File: config.mk
export PLATFORM = sky130hd
export DESIGN_NAME = mem_arbiter_flat
export DESIGN_NICKNAME = d
export VERILOG_FILES = /design/src/rtl/mem_arb_pkg.sv /design/src/rtl/mem_arbiter_if.sv /design/src/rtl/mem_arb_starve_ctr.sv /design/src/rtl/mem_arbiter.sv /design/src/flat_wrapper.sv
export SDC_FILE = /design/constraint.sdc
export NUM_CORES = 1
export LEC_CHECK = 0
export ABC_AREA = 1
export BUFFER_PORTS_ARGS = -buffer_cell sky130_fd_sc_hd__buf_2
export CORE_MARGIN = 10
export CORE_UTILIZATION = 35
export DETAILED_ROUTE_END_ITERATION = 10
export GPL_TIMING_DRIVEN = 0
export PLACE_DENSITY = 0.75
export SKIP_CTS_REPAIR_TIMING = 1
export SYNTH_ARGS = -nofsm -noshare
export SYNTH_HDL_FRONTEND = slang
export SYNTH_SLANG_ARGS = --single-unit
File: constraint.sdc
create_clock -name clk -period 1.3 [get_ports clk]
set_clock_uncertainty 0.15 [all_clocks]
set_input_delay 0 -clock clk [delete_from_list [all_inputs] [get_ports clk]]
set_output_delay 0 -clock clk [all_outputs]
set_load 0.1 [all_outputs]
File: src/rtl/mem_arb_pkg.sv
// mem_arb_pkg: shared encodings for the memory arbiter (FSM states, port owner
// encoding) and the default starvation limit used when MEM_ARB_FAIR_EN is set.
package mem_arb_pkg;

  typedef logic [1:0] state_t;

  localparam state_t ST_IDLE = 2'd0;
  localparam state_t ST_REQ  = 2'd1;
  localparam state_t ST_RESP = 2'd2;

  localparam logic OWN_IF = 1'b0;
  localparam logic OWN_LS = 1'b1;

  localparam int STARVE_LIMIT_DEF = 4;

endpackage

File: src/rtl/mem_arbiter_if.sv
// mem_arbiter_if: fetch port, load/store port and memory port of the arbiter.
// The slave modport is the arbiter's view; master is the surrounding pipeline
// and memory, which drive the *_i signals.
interface mem_arbiter_if #(
  parameter int ADDR  = 32,
  parameter int W_OPR = 32
);
  logic             if_req_i;
  logic [ADDR-1:0]  if_addr_i;
  logic             if_gnt_o;
  logic             if_rvalid_o;
  logic [W_OPR-1:0] if_rdata_o;

  logic             ls_req_i;
  logic             ls_write_i;
  logic [ADDR-1:0]  ls_addr_i;
  logic [W_OPR-1:0] ls_wdata_i;
  logic             ls_gnt_o;
  logic             ls_rvalid_o;
  logic [W_OPR-1:0] ls_rdata_o;

  logic             stall_o;

  logic             mem_req_o;
  logic             mem_write_o;
  logic [ADDR-1:0]  mem_addr_o;
  logic [W_OPR-1:0] mem_wdata_o;
  logic             mem_ready_i;
  logic             mem_rvalid_i;
  logic [W_OPR-1:0] mem_rdata_i;

  modport slave (
    input  if_req_i, if_addr_i,
    output if_gnt_o, if_rvalid_o, if_rdata_o,
    input  ls_req_i, ls_write_i, ls_addr_i, ls_wdata_i,
    output ls_gnt_o, ls_rvalid_o, ls_rdata_o,
    output stall_o,
    output mem_req_o, mem_write_o, mem_addr_o, mem_wdata_o,
    input  mem_ready_i, mem_rvalid_i, mem_rdata_i
  );

  modport master (
    output if_req_i, if_addr_i,
    input  if_gnt_o, if_rvalid_o, if_rdata_o,
    output ls_req_i, ls_write_i, ls_addr_i, ls_wdata_i,
    input  ls_gnt_o, ls_rvalid_o, ls_rdata_o,
    input  stall_o,
    input  mem_req_o, mem_write_o, mem_addr_o, mem_wdata_o,
    output mem_ready_i, mem_rvalid_i, mem_rdata_i
  );
endinterface

File: src/rtl/mem_arb_starve_ctr.sv
// mem_arb_starve_ctr: counts consecutive contested arbitrations won by LS and
// raises force_if_o once the count reaches STARVE_LIMIT. Only compiled when
// MEM_ARB_FAIR_EN is defined.
`ifdef MEM_ARB_FAIR_EN
module mem_arb_starve_ctr
  import mem_arb_pkg::*;
#(
  parameter int STARVE_LIMIT = STARVE_LIMIT_DEF
) (
  input  logic clk,
  input  logic reset,
  input  logic arb_i,        // an arbitration happens this cycle
  input  logic contested_i,  // both ports were requesting
  input  logic ls_won_i,     // LS got the grant
  output logic force_if_o
);

  localparam int CW = (STARVE_LIMIT < 1) ? 1 : $clog2(STARVE_LIMIT + 1);

  logic [CW-1:0] cnt_q, cnt_d;

  // A contested LS win extends the streak; any other grant breaks it.
  // At the limit IF is forced, so the count cannot run past STARVE_LIMIT.
  always_comb begin
    cnt_d = cnt_q;
    if (arb_i) begin
      if (contested_i && ls_won_i) cnt_d = cnt_q + CW'(1);
      else                         cnt_d = '0;
    end
  end

  // Streak register.
  always_ff @(posedge clk or negedge reset) begin
    if (!reset) cnt_q <= '0;
    else        cnt_q <= cnt_d;
  end

  assign force_if_o = (cnt_q == CW'(STARVE_LIMIT));

endmodule
`endif

File: src/rtl/mem_arbiter.sv
// mem_arbiter: arbitrates a fetch (IF) read port and a load/store (LS) port onto
// one memory port with at most one transaction outstanding (IDLE/REQ/RESP).
// LS wins contested arbitration; with MEM_ARB_FAIR_EN defined, IF is forced
// after STARVE_LIMIT consecutive contested LS wins (mem_arb_starve_ctr).
module mem_arbiter
  import mem_arb_pkg::*;
#(
  parameter int ADDR         = 32,
  parameter int W_OPR        = 32,
  parameter int STARVE_LIMIT = STARVE_LIMIT_DEF
) (
  input logic          clk,
  input logic          reset,
  mem_arbiter_if.slave bus
);

  state_t           state_q, state_d;
  logic             owner_q, owner_d;
  logic             write_q, write_d;
  logic [ADDR-1:0]  addr_q,  addr_d;
  logic [W_OPR-1:0] wdata_q, wdata_d;

  logic idle, any_req, contested, pick_ls, force_if;
  logic if_gnt, ls_gnt, resp_hit, if_rvalid, ls_rvalid;

  assign idle      = (state_q == ST_IDLE);
  assign any_req   = bus.if_req_i | bus.ls_req_i;
  assign contested = bus.if_req_i & bus.ls_req_i;

`ifdef MEM_ARB_FAIR_EN
  mem_arb_starve_ctr #(.STARVE_LIMIT(STARVE_LIMIT)) u_starve_ctr (
    .clk         (clk),
    .reset       (reset),
    .arb_i       (idle & any_req),
    .contested_i (contested),
    .ls_won_i    (pick_ls),
    .force_if_o  (force_if)
  );
`else
  // Strict LS priority: the limit never applies (constant false for any legal limit).
  assign force_if = (STARVE_LIMIT < 0);
`endif

  assign pick_ls = bus.ls_req_i & ~(force_if & bus.if_req_i);
  assign ls_gnt  = idle & pick_ls;
  assign if_gnt  = idle & bus.if_req_i & ~pick_ls;

  // Next-state and payload capture; payload only changes on a grant in IDLE.
  always_comb begin
    state_d = state_q;
    owner_d = owner_q;
    write_d = write_q;
    addr_d  = addr_q;
    wdata_d = wdata_q;
    case (state_q)
      ST_IDLE: begin
        if (any_req) begin
          state_d = ST_REQ;
          if (pick_ls) begin
            owner_d = OWN_LS;
            write_d = bus.ls_write_i;
            addr_d  = bus.ls_addr_i;
            wdata_d = bus.ls_wdata_i;
          end else begin
            owner_d = OWN_IF;
            write_d = 1'b0;
            addr_d  = bus.if_addr_i;
            wdata_d = '0;
          end
        end
      end
      ST_REQ: begin
        if (bus.mem_ready_i) state_d = write_q ? ST_IDLE : ST_RESP;
      end
      ST_RESP: begin
        if (bus.mem_rvalid_i) state_d = ST_IDLE;
      end
      default: state_d = ST_IDLE;
    endcase
  end

  // State and latched transaction; reset abandons anything in flight.
  always_ff @(posedge clk or negedge reset) begin
    if (!reset) begin
      state_q <= ST_IDLE;
      owner_q <= OWN_IF;
      write_q <= 1'b0;
      addr_q  <= '0;
      wdata_q <= '0;
    end else begin
      state_q <= state_d;
      owner_q <= owner_d;
      write_q <= write_d;
      addr_q  <= addr_d;
      wdata_q <= wdata_d;
    end
  end

  // Read data is only accepted while waiting in RESP; stray rvalids are dropped.
  assign resp_hit  = (state_q == ST_RESP) & bus.mem_rvalid_i;
  assign if_rvalid = resp_hit & (owner_q == OWN_IF);
  assign ls_rvalid = resp_hit & (owner_q == OWN_LS);

  assign bus.if_gnt_o    = if_gnt;
  assign bus.ls_gnt_o    = ls_gnt;
  assign bus.if_rvalid_o = if_rvalid;
  assign bus.ls_rvalid_o = ls_rvalid;
  assign bus.if_rdata_o  = if_rvalid ? bus.mem_rdata_i : '0;
  assign bus.ls_rdata_o  = ls_rvalid ? bus.mem_rdata_i : '0;

  // Stall while an LS request waits for its grant or an LS load waits for data.
  assign bus.stall_o = (bus.ls_req_i & ~ls_gnt)
                     | ((owner_q == OWN_LS) & ~write_q & ~idle & ~ls_rvalid);

  assign bus.mem_req_o   = (state_q == ST_REQ);
  assign bus.mem_write_o = write_q;
  assign bus.mem_addr_o  = addr_q;
  assign bus.mem_wdata_o = wdata_q;

endmodule
File: src/flat_wrapper.sv
// flat-port wrapper written by rule: the top's interface ports become plain ports
module mem_arbiter_flat import mem_arb_pkg::*;
#(
  parameter int ADDR         = 32,
  parameter int W_OPR        = 32,
  parameter int STARVE_LIMIT = STARVE_LIMIT_DEF
)
  (clk, reset, bus_if_req_i, bus_if_addr_i, bus_if_gnt_o, bus_if_rvalid_o, bus_if_rdata_o, bus_ls_req_i, bus_ls_write_i, bus_ls_addr_i, bus_ls_wdata_i, bus_ls_gnt_o, bus_ls_rvalid_o, bus_ls_rdata_o, bus_stall_o, bus_mem_req_o, bus_mem_write_o, bus_mem_addr_o, bus_mem_wdata_o, bus_mem_ready_i, bus_mem_rvalid_i, bus_mem_rdata_i);
  mem_arbiter_if #(.ADDR(ADDR), .W_OPR(W_OPR)) bus_i ();
  input logic clk;
  input logic reset;
  input wire logic [$bits(bus_i.if_req_i)-1:0] bus_if_req_i;
  input wire logic [$bits(bus_i.if_addr_i)-1:0] bus_if_addr_i;
  output wire logic [$bits(bus_i.if_gnt_o)-1:0] bus_if_gnt_o;
  output wire logic [$bits(bus_i.if_rvalid_o)-1:0] bus_if_rvalid_o;
  output wire logic [$bits(bus_i.if_rdata_o)-1:0] bus_if_rdata_o;
  input wire logic [$bits(bus_i.ls_req_i)-1:0] bus_ls_req_i;
  input wire logic [$bits(bus_i.ls_write_i)-1:0] bus_ls_write_i;
  input wire logic [$bits(bus_i.ls_addr_i)-1:0] bus_ls_addr_i;
  input wire logic [$bits(bus_i.ls_wdata_i)-1:0] bus_ls_wdata_i;
  output wire logic [$bits(bus_i.ls_gnt_o)-1:0] bus_ls_gnt_o;
  output wire logic [$bits(bus_i.ls_rvalid_o)-1:0] bus_ls_rvalid_o;
  output wire logic [$bits(bus_i.ls_rdata_o)-1:0] bus_ls_rdata_o;
  output wire logic [$bits(bus_i.stall_o)-1:0] bus_stall_o;
  output wire logic [$bits(bus_i.mem_req_o)-1:0] bus_mem_req_o;
  output wire logic [$bits(bus_i.mem_write_o)-1:0] bus_mem_write_o;
  output wire logic [$bits(bus_i.mem_addr_o)-1:0] bus_mem_addr_o;
  output wire logic [$bits(bus_i.mem_wdata_o)-1:0] bus_mem_wdata_o;
  input wire logic [$bits(bus_i.mem_ready_i)-1:0] bus_mem_ready_i;
  input wire logic [$bits(bus_i.mem_rvalid_i)-1:0] bus_mem_rvalid_i;
  input wire logic [$bits(bus_i.mem_rdata_i)-1:0] bus_mem_rdata_i;
  assign bus_i.if_req_i = bus_if_req_i;
  assign bus_i.if_addr_i = bus_if_addr_i;
  assign bus_if_gnt_o = bus_i.if_gnt_o;
  assign bus_if_rvalid_o = bus_i.if_rvalid_o;
  assign bus_if_rdata_o = bus_i.if_rdata_o;
  assign bus_i.ls_req_i = bus_ls_req_i;
  assign bus_i.ls_write_i = bus_ls_write_i;
  assign bus_i.ls_addr_i = bus_ls_addr_i;
  assign bus_i.ls_wdata_i = bus_ls_wdata_i;
  assign bus_ls_gnt_o = bus_i.ls_gnt_o;
  assign bus_ls_rvalid_o = bus_i.ls_rvalid_o;
  assign bus_ls_rdata_o = bus_i.ls_rdata_o;
  assign bus_stall_o = bus_i.stall_o;
  assign bus_mem_req_o = bus_i.mem_req_o;
  assign bus_mem_write_o = bus_i.mem_write_o;
  assign bus_mem_addr_o = bus_i.mem_addr_o;
  assign bus_mem_wdata_o = bus_i.mem_wdata_o;
  assign bus_i.mem_ready_i = bus_mem_ready_i;
  assign bus_i.mem_rvalid_i = bus_mem_rvalid_i;
  assign bus_i.mem_rdata_i = bus_mem_rdata_i;
  mem_arbiter #(.ADDR(ADDR), .W_OPR(W_OPR), .STARVE_LIMIT(STARVE_LIMIT)) u_core (.clk(clk), .reset(reset), .bus(bus_i));
endmodule
==> results by group, run 1 <==
Finish
  – Layout area overhead: 143%
  – Final Core Density: 0.874
  – Post-Layout Cell Count: between 1000 and 1500
  – Finished Cell Area: 0.00858 sq mm
  – Share of cells above drive strength 1: 0.467
  – Fin nets: around 1100

Placed design
  – Post-DP HPWL: roughly 12000 microns
  – Port Buffers: between 200 and 300
  – Dpl cells: roughly 910
  – GPL Wtd Cong: around 0.84
  – Pre-CTS setup slack: -0.798 ns
  – Cell Area, Placed: 0.00554 sq mm

Timing
  – Post-route setup TNS: -56.75 ns
  – Tmin final: roughly 1.8 ns
  – RSZ-0062 raised after global routing: yes
  – Final hold viol count: 0
  – Final hold slack: approximately 0.13 ns
  – Slew Limit Fails: 0
  – Max Fclk: roughly 550 MHz
  – Slew margin rel.: 0.433
  – Final worst-path cycle share: 1.39
  – Endpoints failing setup: ~140
  – Worst-Margin Slew: about 0.85 ns
  – Setup ws final: -0.503 ns

Power and ir drop
  – Switching pwr: approximately 12 mW
  – Pwr Total: roughly 20 mW
  – Clock power share: 0.079
  – Peak supply drop: between 1 and 1.5 mV
  – Pint: around 7.9 mW
  – Sw frac: 0.608
  – Leak: 4.42 nW
  – PD cells: about 2300 mW/mm^2
  – Combinational share of power: 0.744
  – Sequential Power Share: 0.177

Status
  – Status: finished with violations
  – Violated checks: negative setup slack

Worst setup path
  – Arr. time, crit path: slightly below 2 ns
  – Crit-path cells: buf_4 > nor2_4 > buf_6 > inv_4 > nor2_4 > buf_12 > clkbuf_16 > nand2_1 > nand2_1
  – Slowest stage delay, CP: about 0.43 ns
  – Critical Path RT: about 1.4 ns
  – Crit-path slowest cell: dfrtp_2
  – Max FO, Critical Path: 7
  – Crit. End Element: flip-flop
  – CP Class: flip-flop to flip-flop
  – CP startpoint kind: flip-flop

Job
  – Max-cap violations: 0

GRT
  – GRT Resource Usage Total: 0.182
  – Initial antenna violation count: 2
  – Pin count of the biggest net entering global routing: 69
  – First-pass GRT wire length: about 21000 microns
  – GRT Residual Overflow: 0
  – Vias in the first global route: between 4000 and 5000

Synth
  – Yosys top cell area share: 0.482
  – Distinct cell type count after synthesis: 17
  – Syn_nets: 646
  – Mapped Cells: approximately 500
  – Synth area leader: dfrtp_1
  – Synthesized area per cell: between 6 and 7 sq um
  – Synth top area cells: dfrtp_1, nand2_1, inv_1
  – Seq cells post-synth: 68
  – Yosys warnings: 0
  – Seq/Total Area, Yosys: 0.482
  – Synthesized cell area: ~0.0035 sq mm

Worst hold path
  – Hold crit path type: input pin to flip-flop

Route
  – Vias: between 5000 and 6000
  – Drt pass-1 iters: 6
  – WL final: 22100 microns
  – WL per Instance: 20.8 microns
  – Vias/cell: around 4.9
  – DRC: 0
  – Post-route ant nets: 0
  – Initial DRC Count: between 300 and 400

CTS
  – CTS tree: built
  – H-Tree Depth: 3
  – CTS clk-pin slew, worst paths: about 0.080 ns
  – Num CTS Buffers: 9
  – # clock sinks: 68
  – CTS max path bufs: 2
  – Root buf cell: clkbuf_8
  – Worst-Skew Late Latency: approximately 0.34 ns

Floorplanning
  – I/O Pins: between 200 and 300
  – Die Width: ~120 microns
  – Die Ht: approximately 120 microns
  – Die area: roughly 0.014 sq mm
  – Rows: 36
  – Starting Density: 0.359
  – Core area: between 0.009 and 0.01 sq mm
## cell type report
cell class	instances	area [sq um]
Tap cell	133	166
Multi-Input combinational cell	344	1940
Buffer	25	320
Timing Repair Buffer	400	3980
Clock buffer	10	138
Clock inverter	6	38.8
Fill cell	423	1240
Inverter	73	287
Antenna cell	3	7.51
Sequential cell	68	1710
## layer usage
metal | vias up | GRT usage | share of wire
li1 | 2320 | - | -
met1 | 2463 | 0.179 | 0.35
met2 | 357 | 0.339 | 0.52
met3 | 83 | 0.0624 | 0.089
met4 | 0 | 0.0799 | 0.047
met5 | - | 0 | 0
## cell usage in the layout, fill, tap and decap left out, types with 16 or more instances in the layout
master,instances
buf_12,78
buf_2,135
buf_4,16
clkbuf_4,65
dfrtp_1,65
dlygate4sd3_1,100
inv_1,68
nand2_1,218
nor2_4,69
o21ai_0,33
## cells by family (layout without fill, tap and decap cells)
kind of cell | after synthesis | count (layout) | synth area share
flops | 68 | 68 | 0.482
buf+inv | 99 | 514 | 0.129
compound gates | 35 | 35 | 0.0504
other cells | 0 | 3 | 0
simple gates | 309 | 309 | 0.338
## synth_stat cells
master,n
nand3_1,2
buf_4,4
nand2_1,233
o21bai_1,1
clkinv_2,1
dfrtp_1,68
nand4_1,2
nor2_4,3
buf_2,12
o21ai_0,34
nor3_1,1
buf_6,7
clkbuf_1,3
nor2_1,67
inv_1,71
inv_2,1
nand2_2,1
## registers in the layout, indices dropped and copies added, names as in the netlist
name                    count
u_core.state_q              2
u_core.bus.mem_addr_o      32
u_core.bus.mem_wdata_o     32
u_core.bus.mem_write_o      1
u_core.owner_q              1
## critical path: cells and delay by family (launching register included)
kind / cells / cell delay (ns)
and+or+nand+nor: 4 / 0.50
DFF: 1 / 0.43
buffers and inverters: 5 / 0.66
## final timing paths
path	to	depth (start not counted)	slack, ns	start
min in group asynchronous	u_core.bus.mem_wdata_o[20]$_DFFE_PN0P_	2	0.18	reset
max in group asynchronous	u_core.state_q[0]$_DFFE_PN0P_	2	0.21	reset
max	u_core.bus.mem_addr_o[3]$_DFFE_PN0P_	9	-0.50	u_core.state_q[0]$_DFFE_PN0P_
min	u_core.bus.mem_addr_o[31]$_DFFE_PN0P_	6	0.13	bus_ls_req_i
min reg2reg	u_core.bus.mem_wdata_o[2]$_DFFE_PN0P_	2	0.33	u_core.bus.mem_wdata_o[2]$_DFFE_PN0P_
max reg2reg	u_core.bus.mem_addr_o[3]$_DFFE_PN0P_	9	-0.50	u_core.state_q[0]$_DFFE_PN0P_
## power groups by stage
stage / Combinational (mW) / Sequential (mW) / Clock, mW
after floorplan: 3.65 / 9.42 / 0
after global routing: 15.4 / 3.64 / 1.69
final: 15.0 / 3.57 / 1.59
after global placement: 11.6 / 3.46 / 0
after CTS: 11.7 / 3.48 / 1.59
after detailed placement: 11.7 / 3.50 / 0
(Power assumes the default switching activity.)
==> run 2: changes to the inputs <==
--- a/config.mk
+++ b/config.mk
@@ -8,10 +8,10 @@
 export ABC_AREA = 1
 export BUFFER_PORTS_ARGS = -buffer_cell sky130_fd_sc_hd__buf_2
 export CORE_MARGIN = 10
-export CORE_UTILIZATION = 35
+export CORE_UTILIZATION = 36
 export DETAILED_ROUTE_END_ITERATION = 10
 export GPL_TIMING_DRIVEN = 0
-export PLACE_DENSITY = 0.75
+export PLACE_DENSITY = 0.77
 export SKIP_CTS_REPAIR_TIMING = 1
 export SYNTH_ARGS = -nofsm -noshare
 export SYNTH_HDL_FRONTEND = slang
==> run 2 against run 1 <==
  * The flow still finishes with violations (negative setup slack)
  * Maximum frequency shrank 1.8%
  * Cell count decreased by 0.38%
  * Sequential share of layout area fell by 0.17 points
  * Via count rose by 0.13%
  * Worst hold slack lost 0.075 ns
  * Die area decreased by 2.3%
  * Sequential cell count unchanged
  * Largest cell class unchanged
  * Largest power group unchanged
==> results by group, run 2 (synthesis gave the netlist of run 1 again) <==
Finish
  – Share of cells above drive strength 1: 0.502 (was 0.467)
  – Fill count: 374 (was 423)
  – Layout area overhead: 145% (was 143%)
  – Commonest cells after routing, fill and taps aside: nand2_1, buf_2, dlygate4sd3_1 (unchanged)
  – Fin nets: 1049 (was 1056)
  – Most common cell after layout, fill and taps aside: nand2_1 (unchanged)
  – Finished Cell Area: 0.00865 sq mm (was 0.00858 sq mm)
  – Post-Layout Cell Count: 1058 (was 1062)

GRT
  – First-pass GRT wire length: 21500 microns (was 21400 microns)
  – Initial antenna violation count: 6 (was 2)
  – Pin count of the biggest net entering global routing: 69 (unchanged)
  – GRT Residual Overflow: 0 (unchanged)
  – Vias in the first global route: 4094 (was 4219)
  – GRT Resource Usage Total: 0.186 (was 0.182)

Timing
  – Final hold viol count: 0 (unchanged)
  – Max Fclk: 545 MHz (was 555 MHz)
  – Post-route setup TNS: -59.58 ns (was -56.75 ns)
  – RSZ-0062 raised after global routing: yes (unchanged)
  – Final worst-path cycle share: 1.41 (was 1.39)
  – Slew Limit Fails: 0 (unchanged)
  – Worst-Margin Slew: 0.868 ns (was 0.851 ns)
  – Setup ws final: -0.536 ns (was -0.503 ns)
  – Tmin final: 1.84 ns (was 1.80 ns)
  – Endpoints failing setup: 139 (was 137)
  – Slew margin rel.: 0.422 (was 0.433)
  – Final hold slack: 0.0559 ns (was 0.131 ns)

Route
  – DRC: 0 (unchanged)
  – WL final: 22300 microns (was 22100 microns)
  – WL per Instance: 21.0 microns (was 20.8 microns)
  – Vias/cell: 4.94 (was 4.92)
  – Initial DRC Count: 363 (was 361)
  – Post-route ant nets: 0 (unchanged)
  – Drt pass-1 iters: 5 (was 6)
  – Vias: 5230 (was 5223)

Floorplanning
  – Die Width: 119 microns (was 120 microns)
  – Starting Density: 0.366 (was 0.359)
  – Core area: 0.00964 sq mm (was 0.00982 sq mm)
  – Die Ht: 119 microns (was 120 microns)
  – Die area: 0.0142 sq mm (was 0.0145 sq mm)
  – Rows: 36 (unchanged)
  – I/O Pins: 270 (unchanged)

Worst setup path
  – CP Class: flip-flop to output port (was flip-flop to flip-flop)
  – Crit path from: u_core.state_q[0]$_DFFE_PN0P_ (unchanged)
  – Crit-path slowest cell: dfrtp_2 (unchanged)
  – Max FO, Critical Path: 10 (was 7)
  – CP delay by family, top: buffers and inverters (unchanged)
  – Most used cell, CP: buf_12
  – Arr. time, crit path: 1.69 ns (was 1.93 ns)
  – Crit. End Element: output port (was flip-flop)
  – Slowest stage delay, CP: 0.43 ns (about the same)
  – Critical Path RT: 1.15 ns (was 1.43 ns)
  – CP startpoint kind: flip-flop (unchanged)
  – Buf/Inv on CP: 4 (was 5)
  – Crit-path cells: inv_2 > nand4_1 > buf_6 > buf_12 > nor2_4 > buf_12 (was buf_4 > nor2_4 > buf_6 > inv_4 > nor2_4 > buf_12 > clkbuf_16 > nand2_1 > nand2_1)
  – R2R Path Start: u_core.state_q[0]$_DFFE_PN0P_ (unchanged)

Worst hold path
  – Hold_sp: bus_if_req_i (was bus_ls_req_i)
  – Hold crit path type: input pin to flip-flop (unchanged)

CTS
  – # clock sinks: 68 (unchanged)
  – H-Tree Depth: 3 (unchanged)
  – Num CTS Buffers: 9 (unchanged)
  – Root buf cell: clkbuf_8 (unchanged)
  – CTS tree: built (unchanged)
  – CTS max path bufs: 2 (unchanged)
  – CTS clk-pin slew, worst paths: 0.07 ns (was 0.08 ns)
  – Worst-Skew Late Latency: 0.33 ns (was 0.34 ns)

Placed design
  – Dpl cells: 913 (unchanged)
  – Post-DP HPWL: 11500 microns (was 11900 microns)
  – Cell Area, Placed: 0.00554 sq mm (unchanged)
  – Port Buffers: 269 (unchanged)
  – GPL Wtd Cong: 0.845 (was 0.841)

Power and ir drop
  – Peak supply drop: 1.59 mV (was 1.42 mV)
  – Leak: 4.43 nW (was 4.42 nW)
  – PD cells: 2400 mW/mm^2 (was 2350 mW/mm^2)

Status
  – Status: finished with violations (unchanged)
  – Violated checks: negative setup slack (unchanged)

Job
  – Max-cap violations: 0 (unchanged)
-- run 2: cell count changes in the layout (fill, tap and decap cells not counted), sizes merged --
| cell | delta |
|---|---|
| buf | -5 |
| clkbuf | -3 |
| diode | +3 |
| bufinv | +2 |
| clkinvlp | -1 |
-- run 2: layout make-up --
class                      instances  area (sq um)  area share
tap                              133           166      0.0192
inverter                          73           284      0.0328
clock buffer                       9           124      0.0143
antenna                            6          15.0     0.00174
buffer                            26           330      0.0382
timing repair buffer             392          3860       0.447
sequential                        68          1710       0.197
clock inverter                     7          98.8      0.0114
multi-input combinational        344          2060       0.238
-- run 2: worst reg2reg max path: stages (launching register included) --
cell,delay [ns]
dfrtp_2,0.43
buf_6,0.13
nor2_4,0.19
buf_6,0.13
buf_6,0.10
nand2_8,0.07
buf_12,0.16
clkbuf_16,0.17
nand2_2,0.06
nand2_1,0.09
-- run 2: metal layers --
| layer | track usage | vias to the layer above | wire length (microns) |
|---|---|---|---|
| li1 | - | 2310 | - |
| met1 | 0.196 | 2503 | 7960 |
| met2 | 0.343 | 341 | 11400 |
| met3 | 0.0666 | 76 | 1830 |
| met4 | 0.0489 | 0 | 1060 |
| met5 | 0 | - | 0 |
-- run 2: final timing paths --
path	cells past startpoint	slack, ns	endpoint
setup reg to reg	9	-0.50	u_core.bus.mem_addr_o[20]$_DFFE_PN0P_
min in group asynchronous	2	0.21	u_core.bus.mem_wdata_o[30]$_DFFE_PN0P_
hold / removal	5	0.06	u_core.state_q[1]$_DFFE_PN0P_
hold reg to reg	2	0.32	u_core.bus.mem_addr_o[29]$_DFFE_PN0P_
max in group asynchronous	2	0.18	u_core.state_q[0]$_DFFE_PN0P_
setup / recovery	6	-0.54	bus_ls_rdata_o[30]
-- run 2: report_power, final --
part	switching [mW]	leakage (nW)	internal, mW
registers	0.692	0.866	3.00
logic	11.0	3.46	4.05
clock network	0.886	0.110	1.09
-- run 2: stage by stage --
step	power [mW]	utilization	worst slack, ns
final	20.7	0.898	-0.536
after global routing	21.4	0.898	-0.597
after CTS	17.2	0.598	-1.09
after detailed placement	15.2	0.575	-0.723
after global placement	15.1	0.575	-0.700
after floorplan	13.1	-	-0.470
==> run 3: changes to the inputs <==
--- a/config.mk
+++ b/config.mk
@@ -8,10 +8,10 @@
 export ABC_AREA = 1
 export BUFFER_PORTS_ARGS = -buffer_cell sky130_fd_sc_hd__buf_2
 export CORE_MARGIN = 10
-export CORE_UTILIZATION = 36
+export CORE_UTILIZATION = 37
 export DETAILED_ROUTE_END_ITERATION = 10
 export GPL_TIMING_DRIVEN = 0
-export PLACE_DENSITY = 0.77
+export PLACE_DENSITY = 0.75
 export SKIP_CTS_REPAIR_TIMING = 1
 export SYNTH_ARGS = -nofsm -noshare
 export SYNTH_HDL_FRONTEND = slang
==> constraint.sdc (replaced) <==
create_clock -name clk -period 1.8 [get_ports clk]
set_clock_uncertainty 0.15 [all_clocks]
set_input_delay 0.09 -clock clk [delete_from_list [all_inputs] [get_ports clk]]
set_output_delay 0.09 -clock clk [all_outputs]
set_load 0.1 [all_outputs]
==> run 3 against run 2 <==
  * The run ends with negative hold slack, negative setup slack left
  * Routed wire length shrank 9.2%
  * Sequential cell count stayed put
  * Die area fell by 2.2%
  * Clock power decreased by 29%
  * Critical endpoint unchanged
  * Combinational power is 38% lower
  * Non-clock buffer count fell by 23
  * Design area fell by 8.9%
  * First-iteration DRC count is 2.5% lower
==> results by group, run 3 (synthesis gave the netlist of run 1 again) <==
GRT
  – Pin count of the biggest net entering global routing: 69 (unchanged)
  – M3 GR Usage: 0.0652 (was 0.0666)
  – Vias in the first global route: 4100 (was 4094)
  – First-pass GRT wire length: 21700 microns (was 21500 microns)
  – M2 GR Usage: 0.359 (was 0.343)
  – GRT Resource Usage Total: 0.192 (was 0.186)
  – GRT Residual Overflow: 0 (unchanged)
  – Routing usage on met1: 0.196 (about the same)
  – Global route hottest layer: met2 (unchanged)
  – Initial antenna violation count: 3 (was 6)

Timing
  – Final hold slack: -0.0539 ns (was 0.0559 ns)
  – Final worst-path cycle share: 1.08
  – RSZ-0062 raised after global routing: yes (unchanged)
  – Slew Limit Fails: 0 (unchanged)
  – Worst-Margin Slew: 0.850 ns (was 0.868 ns)
  – Max Fclk: roughly 520 MHz
  – Tmin final: 1.94 ns
  – Endpoints failing setup: 62 (was 139)
  – Setup ws final: -0.139 ns (was -0.536 ns)
  – Post-route setup TNS: -4.12 ns (was -59.58 ns)
  – Final hold viol count: 3 (was 0)
  – Slew margin rel.: 0.434 (was 0.422)

CTS
  – H-Tree Depth: 3 (unchanged)
  – Worst-Skew Late Latency: 0.33 ns (about the same)
  – # clock sinks: 68 (unchanged)
  – Num CTS Buffers: 9 (unchanged)
  – CTS max path bufs: 2 (unchanged)
  – Root buf cell: clkbuf_8 (unchanged)
  – CTS clk-pin slew, worst paths: 0.07 ns (about the same)
  – CTS tree: built (unchanged)

Worst setup path
  – CP Class: flip-flop to output port (unchanged)
  – Critical Path RT: 1.56 ns (was 1.15 ns)
  – CP startpoint kind: flip-flop (unchanged)
  – Crit. End Element: output port (unchanged)
  – Max FO, Critical Path: 10 (unchanged)
  – Arr. time, crit path: 1.70 ns (was 1.69 ns)

Floorplanning
  – Starting Density: 0.380 (was 0.366)
  – Die Width: 118 microns (was 119 microns)
  – Core area: 0.00928 sq mm (was 0.00964 sq mm)
  – I/O Pins: 270 (unchanged)
  – Die Ht: 118 microns (was 119 microns)
  – Rows: 35 (was 36)
  – Die area: 0.0138 sq mm (was 0.0142 sq mm)

Worst hold path
  – Hold crit path type: input pin to flip-flop (unchanged)

Power and ir drop
  – Combinational share of power: 0.701 (was 0.726)
  – Clock power share: 0.106 (was 0.095)
  – Sequential Power Share: 0.193 (was 0.178)
  – Switching pwr: 8.45 mW (was 12.6 mW)
  – Pint: 4.81 mW (was 8.15 mW)
  – Sw frac: 0.637 (was 0.607)
  – Leak: 4.21 nW (was 4.43 nW)
  – Peak supply drop: 1.25 mV (was 1.59 mV)
  – PD cells: 1680 mW/mm^2 (was 2400 mW/mm^2)

Finish
  – Most common cell after layout, fill and taps aside: nand2_1 (unchanged)
  – Layout area overhead: 123% (was 145%)
  – Commonest cells after routing, fill and taps aside: nand2_1, buf_2, dlygate4sd3_1 (unchanged)
  – Share of cells above drive strength 1: 0.438 (was 0.502)
  – Fin nets: 1026 (was 1049)
  – Finished Cell Area: 0.00788 sq mm (was 0.00865 sq mm)

Route
  – WL final: 20200 microns (was 22300 microns)
  – Drt pass-1 iters: 5 (unchanged)
  – DRC: 0 (unchanged)
  – Post-route ant nets: 0 (unchanged)
  – Vias/cell: 4.79 (was 4.94)
  – WL per Instance: 19.7 microns (was 21.0 microns)
  – Initial DRC Count: 354 (was 363)
  – Vias: 4925 (was 5230)

Placed design
  – GPL Wtd Cong: 0.837 (was 0.845)
  – Port Buffers: 269 (unchanged)
  – Cell Area, Placed: 0.00548 sq mm (was 0.00554 sq mm)
  – Post-DP HPWL: 11700 microns (was 11500 microns)

Status
  – Violated checks: negative hold slack, negative setup slack (was negative setup slack)
  – Status: finished with violations (unchanged)

Job
  – Max-cap violations: 0 (unchanged)
-- run 3: final cells by class --
class / count / area [sq um]
clock buffer: 9 / 124
inverter: 73 / 282
antenna: 3 / 7.51
timing repair buffer: 369 / 3390
fill: 474 / 1400
sequential: 68 / 1700
clock inverter: 7 / 98.8
buffer: 26 / 264
tap: 129 / 161
multi-input combinational: 344 / 1850
-- run 3: metal layers --
metal,part of all wire,vias to the layer above,wire length [microns]
met2,0.54,289,10800
met3,0.065,46,1320
met4,0.028,0,566
met1,0.37,2336,7510
li1,-,2254,-
met5,0,-,0
-- run 3: through the flow --
stage / utilization / instances / total power [mW] / setup slack, ns
2_1_floorplan: - / 511 / 9.38 / -0.442
3_3_place_gp: 0.590 / 909 / 10.8 / -0.269
3_5_place_dp: 0.590 / 909 / 10.9 / -0.313
4_1_cts: 0.614 / 925 / 12.4 / -0.685
5_1_grt: 0.849 / 1028 / 13.7 / -0.207
6_report: 0.849 / 1028 / 13.3 / -0.139
-- run 3: power by group through the flow --
stage                     clock network (mW)  registers, mW  logic, mW
after floorplan                            0           6.80       2.59
after global placement                     0           2.49       8.33
after detailed placement                   0           2.52       8.42
after CTS                               1.45           2.50       8.41
after global routing                    1.50           2.61       9.62
final                                   1.41           2.56       9.29
-- run 3: worst max-delay path, cell delays in order (launching register included) --
cell,delay (ns)
dfrtp_2,0.44
inv_2,0.08
nand4_1,0.13
buf_6,0.18
buf_6,0.18
nor2_4,0.14
buf_12,0.19
-- run 3: path summary, 6_finish.rpt --
check,startpoint,to,slack [ns],cells past startpoint
max,u_core.state_q[0]$_DFFE_PN0P_,bus_ls_rdata_o[30],-0.14,6
min,bus_if_addr_i[27],u_core.bus.mem_addr_o[27]$_DFFE_PN0P_,-0.05,5
max reg2reg,u_core.state_q[1]$_DFFE_PN0P_,u_core.bus.mem_wdata_o[7]$_DFFE_PN0P_,0.26,7
min reg2reg,u_core.bus.mem_wdata_o[25]$_DFFE_PN0P_,u_core.bus.mem_wdata_o[25]$_DFFE_PN0P_,0.32,2
max in group asynchronous,reset,u_core.state_q[0]$_DFFE_PN0P_,0.61,2
min in group asynchronous,reset,u_core.bus.mem_wdata_o[28]$_DFFE_PN0P_,0.27,2
